===== src/rtl/input_debounce.sv =====
// Two-flop synchroniser followed by a four-state debounce FSM with registered
// level, edge-pulse and busy outputs. The output level feeds not_gate input p.
module input_debounce #(
  parameter int STABLE_CYCLES = 4,
  parameter int CNT_W         = 8
) (
  input  logic clk,
  input  logic rst,
  input  logic din,
  output logic dout,
  output logic rise,
  output logic fall,
  output logic busy
);

  localparam logic [1:0] ST_LOW       = 2'd0;
  localparam logic [1:0] ST_WAIT_HIGH = 2'd1;
  localparam logic [1:0] ST_HIGH      = 2'd2;
  localparam logic [1:0] ST_WAIT_LOW  = 2'd3;

  localparam logic [CNT_W-1:0] CNT_LAST = CNT_W'(STABLE_CYCLES - 1);
  localparam logic [CNT_W-1:0] CNT_ONE  = CNT_W'(1);

  logic             sync0_q, sync1_q;
  logic             din_s;
  logic [1:0]       state_q, state_d;
  logic [CNT_W-1:0] cnt_q, cnt_d;
  logic             dout_q, dout_d;
  logic             rise_q, rise_d;
  logic             fall_q, fall_d;
  logic             busy_q, busy_d;

  // Metastability on din is confined to sync0_q; only sync1_q reaches the FSM.
  assign din_s = sync1_q;

  always_comb begin
    state_d = state_q;
    cnt_d   = cnt_q;
    dout_d  = dout_q;
    rise_d  = 1'b0;
    fall_d  = 1'b0;
    case (state_q)
      ST_LOW: begin
        if (din_s) begin
          state_d = ST_WAIT_HIGH;
          cnt_d   = CNT_ONE;
        end
      end
      ST_WAIT_HIGH: begin
        if (!din_s) begin
          state_d = ST_LOW;
          cnt_d   = '0;
        end else if (cnt_q == CNT_LAST) begin
          state_d = ST_HIGH;
          dout_d  = 1'b1;
          rise_d  = 1'b1;
          cnt_d   = '0;
        end else begin
          cnt_d = cnt_q + CNT_ONE;
        end
      end
      ST_HIGH: begin
        if (!din_s) begin
          state_d = ST_WAIT_LOW;
          cnt_d   = CNT_ONE;
        end
      end
      ST_WAIT_LOW: begin
        if (din_s) begin
          state_d = ST_HIGH;
          cnt_d   = '0;
        end else if (cnt_q == CNT_LAST) begin
          state_d = ST_LOW;
          dout_d  = 1'b0;
          fall_d  = 1'b1;
          cnt_d   = '0;
        end else begin
          cnt_d = cnt_q + CNT_ONE;
        end
      end
      default: begin
        state_d = ST_LOW;
        cnt_d   = '0;
        dout_d  = 1'b0;
      end
    endcase
    busy_d = (state_d == ST_WAIT_HIGH) || (state_d == ST_WAIT_LOW);
  end

  always_ff @(posedge clk) begin
    if (rst) begin
      sync0_q <= 1'b0;
      sync1_q <= 1'b0;
      state_q <= ST_LOW;
      cnt_q   <= '0;
      dout_q  <= 1'b0;
      rise_q  <= 1'b0;
      fall_q  <= 1'b0;
      busy_q  <= 1'b0;
    end else begin
      sync0_q <= din;
      sync1_q <= sync0_q;
      state_q <= state_d;
      cnt_q   <= cnt_d;
      dout_q  <= dout_d;
      rise_q  <= rise_d;
      fall_q  <= fall_d;
      busy_q  <= busy_d;
    end
  end

  assign dout = dout_q;
  assign rise = rise_q;
  assign fall = fall_q;
  assign busy = busy_q;

endmodule


===== config.mk =====
export PLATFORM = sky130hd
export DESIGN_NAME = input_debounce
export DESIGN_NICKNAME = d
export VERILOG_FILES = /design/src/rtl/input_debounce.sv
export SDC_FILE = /design/constraint.sdc
export NUM_CORES = 1
export LEC_CHECK = 0
export CAP_MARGIN = 30
export CORE_MARGIN = 1
export CORE_UTILIZATION = 48
export CTS_CLUSTER_SIZE = 12
export DETAILED_ROUTE_END_ITERATION = 6
export PLACE_DENSITY = 0.71
export SKIP_CTS_REPAIR_TIMING = 1
export SYNTH_ARGS = -nofsm -noshare
export SYNTH_HDL_FRONTEND = slang
export SYNTH_SLANG_ARGS = --single-unit

===== constraint.sdc =====
create_clock -name clk -period 1.3 [get_ports clk]
set_input_delay 0.26 -clock clk [delete_from_list [all_inputs] [get_ports clk]]
set_output_delay 0.26 -clock clk [all_outputs]
set_load 0.02 [all_outputs]

# Word level (Yosys, flattened, before mapping)
# Cells that the tools add are included.
# totals
regBits,16
inputBits,3
out_inout_bits,4
elab_cells,50
# classes
add_sub_neg,1
n_eq_ne,12
n_mux,19
n_bitwise,3
n_reduce_logical,7
# ops
cell,n
2-to-1 mux 8 bit,5
case mux 8 bit (4 select lines),1
2-to-1 mux 2 bit,6
inequality test 2 bit (second input constant),6
adder 8 x 1 -> 8 bit (second input constant),1
== test 8 x 2 -> 1 bit (second input constant),1
case mux 2 bit (4 select lines),1
== test 2 bit (second input constant),3
OR reduction 3 bit,2
2-to-1 mux 1 bit,5
AND reduction 5 bit,1
== test 2 x 1 -> 1 bit (second input constant),2
NOT 1 bit,3
zero test 2 bit,1
case mux 1 bit (2 select lines),1
AND reduction 2 bit,1
nonzero test 2 bit,1
logical OR 1 bit,1

# Logic depth before layout (Yosys ltp)
# logic_depth
ltp_word,6
mapped_depth,5
ltp_nobuf,5

# Worst setup path after synthesis
# Ideal clock, no wire load.
# synth_timing
path_kind,flip-flop to flip-flop
start,register cnt_q[0]
end,register dout_q (netlist: dout)
setup_ns,0.075
arrival_time_ns,1.302
required_time_ns,1.225
path_slack_ns,-0.077
path_stages_with_launch,6
path_buffers,0
synth_period_minus_slack_ns,1.377
cell_sequence,dfxtp_1 ha_1 nor4b_4 nand3_2 nand3b_1 a31oi_1
# synth_via
elab_chain_cells,3
word_cells_on_any_way,4
classes_between,3 x eq/ne; 1 x reduce/logical
# synth_rtl
element,line,text
from (decl),27,"logic [CNT_W-1:0] cnt_q, cnt_d;"
from (signal assigned),104,cnt_q <= cnt_d;
== test 8 x 2 -> 1 bit (*),"53, 72",
inequality test 2 bit (no line),--,
AND reduction 5 bit (no line) (*),--,
to (signal assigned),105,dout_q <= dout_d;
to (decl),28,"logic dout_q, dout_d;"
# Every way passes the cells marked *; elsewhere a longest branch is shown, timed or not.
# A chain may end at the register's enable or synchronous reset.

# Final worst setup path
# layout_timing
start,register cnt_q[1]
end,register cnt_q[4]
# layout_via
elab_chain_cells,4
word_cells_on_any_way,6
classes_between,1 x add/sub; 1 x eq/ne; 4 x mux
# layout_rtl
element,line,text
adder 8 x 1 -> 8 bit / == test 8 x 2 -> 1 bit (equally long branches),--,
2-to-1 mux 8 bit (*),"53, 72",
"2-to-1 mux 8 bit, on equally long branches","69, 50",
case mux 8 bit (4 select lines) (*),42,case (state_q)
# Marked as above.

==> impl_metrics.csv <==
group,metric,value,unit
status,status,"finished with violations",
status,violations,"negative setup slack",
final_layout,layout-drive-gt1-share,0.348,
synthesis,syn_avg_cell_area,10.5,sq um
detailed_routing,wl_per_cell,13.8,um
detailed_routing,ant_nets,0,
timing,fin_worst_hold_slack,0.453,ns
synthesis,synthesis.area,737,sq um
floorplanning,die_area,1700,sq um
timing,setup_tns,-0.699,ns
setup_path,startpoint,"cnt_q[1]",
final_layout,postLayoutCellArea,981,sq um
synthesis,synth_edf_count,0,
placed_design,gp_congestion,0.788,
setup_path,cp_data_arrival_time,1.64,ns
detailed_routing,drt-initial-drc-count,6,
synthesis,netlist_top_cells_area,"dfxtp_1 (43%), xor2_1 (5.9%), nor2_1 (4.6%)",
clock_network,clock_latency,0.29,ns
clock_network,clkTransAtPathRegs,0.09,ns
global_routing,overflow,0,
global_routing,antenna_found_initial,0,
power,combPwrFrac,0.081,
power,leakagePower,0.000443,uW
placed_design,port_buffers,6,
power,p_int,709,uW
global_routing,grt_max_degree,10,
floorplanning,dieHeight,41.2,um
synthesis,synth_top_area_share,0.435,
final_layout,area_delta_synth_final,33.1,%
final_layout,diodes,0,
final_layout,fin_nets,97,
final_layout,fillers,107,
global_routing,grt_pass1_vias,503,
setup_path,cp-start-kind,"register",
detailed_routing,drt_first_pass_iters,4,
power,switching_share,0.226,
setup_path,reg2reg_depth,6,
setup_path,crit_end,"cnt_q[4]",
detailed_routing,viasPerCell,5.51,
floorplanning,pin_count,7,
synthesis,yosysMostFrequentCell,"dfxtp_1",
floorplanning,die_x,41.2,um
synthesis,synth_top_area_cell,"dfxtp_1",
timing,fmax,708,MHz
synthesis,syn_inst,70,
clock_network,cts.sinks,16,
setup_path,r2r_start,"cnt_q[1]",
power,p_sw,207,uW
floorplanning,initial_core_util,0.539,
setup_path,required,1.53,ns
power,powerDensity,933,nW/um^2
timing,min_period,1.41,ns
detailed_routing,route.detailed.drc,0,
synthesis,synthTopCellsByCount,"dfxtp_1 (16), nor2_1 (9), xor2_1 (5)",
synthesis,yosys_warnings,0,
clock_network,max-clock-path-buffers,2,
synthesis,async_flop_share,0,
setup_path,cp-end-kind,"register",
global_routing,grt_pass1_wl,2.13,mm
power,vdd_drop_max,0.670,mV
placed_design,pre_cts_slack,-0.183,ns
setup_path,crit_fanout,5,
floorplanning,core,1370,sq um
synthesis,synthDistinctLibCells,30,
timing,drv_slew,0,
floorplanning,rows,13,
clock_network,root_buffer,"clkbuf_4",
power,power_frac_seq,0.555,
timing,finalHoldViolations,0,
detailed_routing,vias,590,
power,clkPwrFrac,0.364,
hold_path,hp-class,"register to register",
setup_path,reg2reg_setup_slack,-0.11,ns
synthesis,synthFlopType,"dfxtp_1",
placed_design,dpl_cell_area,881,sq um
timing,tightestPinTransition,0.363,ns
clock_network,h-tree-depth,1,
timing,grt_setup_unrepaired,"yes",
timing,setup_viol,10,
clock_network,cts_buffers,3,
timing,setup_ws,-0.113,ns
clock_network,cts_tree,"built",
detailed_routing,wl,1.48,mm
timing,slew_headroom,0.758,
timing,fin_skew,0.00147,ns
setup_path,critPathKind,"register to register",
placed_design,dp_hpwl,1.04,mm
synthesis,ys_ff_latch,16,
synthesis,seq_area_frac_synth,0.435,
global_routing,grt_use_total,0.207,
final_layout,utilization,0.718,
timing,period_share,1.09,
synthesis,synthesis.nets,74,
setup_path,reg2reg_to,"cnt_q[4]",
job,maxCapViolations,0,
==> how the worst min path moves through the flow <==
stage | startpoint | to | slack [ns] | cells past startpoint
final | sync0_q | din_s | 0.45 | 1
after global routing | sync0_q | din_s | 0.47 | 1
after CTS | sync0_q | din_s | 0.46 | 1
after detailed placement | sync0_q | din_s | 0.44 | 1
after global placement | sync0_q | din_s | 0.42 | 1
after floorplan | rst | cnt_q[0] | 0.34 | 1
==> worst max-delay path, stage by stage (launching register included) <==
cell and delay (ns):
dfxtp_2 0.35, ha_4 0.16, nor4b_4 0.13, buf_4 0.14, a211oi_4 0.31, o21bai_4 0.11
nor2_1 0.13
==> cells by family (layout without fill, tap and decap cells) <==
group           count (synthesis)  in the layout  synth area share
buf+inv                         7             29            0.0849
xor+xnor                        7              7            0.0934
simple gates                   24             24             0.205
mux                             1              1            0.0136
compound gates                 14             14             0.151
flops                          16             16             0.435
fa+ha+maj                       1              1            0.0170
==> power by group through the flow <==
stage	sequential (uW)	clock, uW	combinational (uW)
final	508	333	74.1
after global routing	510	361	79.4
after CTS	507	333	65.3
after detailed placement	519	0	64.7
after global placement	518	0	62.8
after floorplan	520	0	36.1
==> cell usage in the layout (no fill, tap or decap), types with 2 or more instances in the layout <==
cell type / n
a31oi_1: 2
and3_1: 2
buf_4: 15
clkbuf_4: 3
clkdlybuf4s50_1: 2
dfxtp_1: 13
dfxtp_2: 3
dlymetal6s2s_1: 4
inv_1: 4
nand2_1: 2
nor2_1: 9
nor2b_1: 2
nor3_1: 2
o2111ai_1: 3
o21ai_0: 3
xor2_1: 5
==> state kept, by name, indices dropped and copies added, names as in the netlist <==
register and cells:
state_q 2, dout 1, sync0_q 1, din_s 1
fall 1, busy 1, rise 1, cnt_q 8
==> through the flow <==
step | power (uW) | cells
5_1_grt | 950 | 107
3_5_place_dp | 583 | 101
4_1_cts | 906 | 105
3_3_place_gp | 581 | 101
2_1_floorplan | 556 | 70
6_report | 915 | 107
==> layout make-up <==
type                       count  area, sq um  share of cell area
timing repair buffer          21          183               0.186
sequential                    16          324               0.330
tap                           15         18.8              0.0191
clock buffer                   4         36.3              0.0370
multi-input combinational     47          404               0.412
inverter                       4         15.0              0.0153
==> routing by layer <==
layer  GRT usage  up-vias  wire [um]
met1       0.249      281        680
met4       0.121        0         51
met3      0.0815        5         41
li1            -      294          -
met5           0        -          0
met2       0.309       10        707
Note: power is estimated with default switching activity, not from simulation.
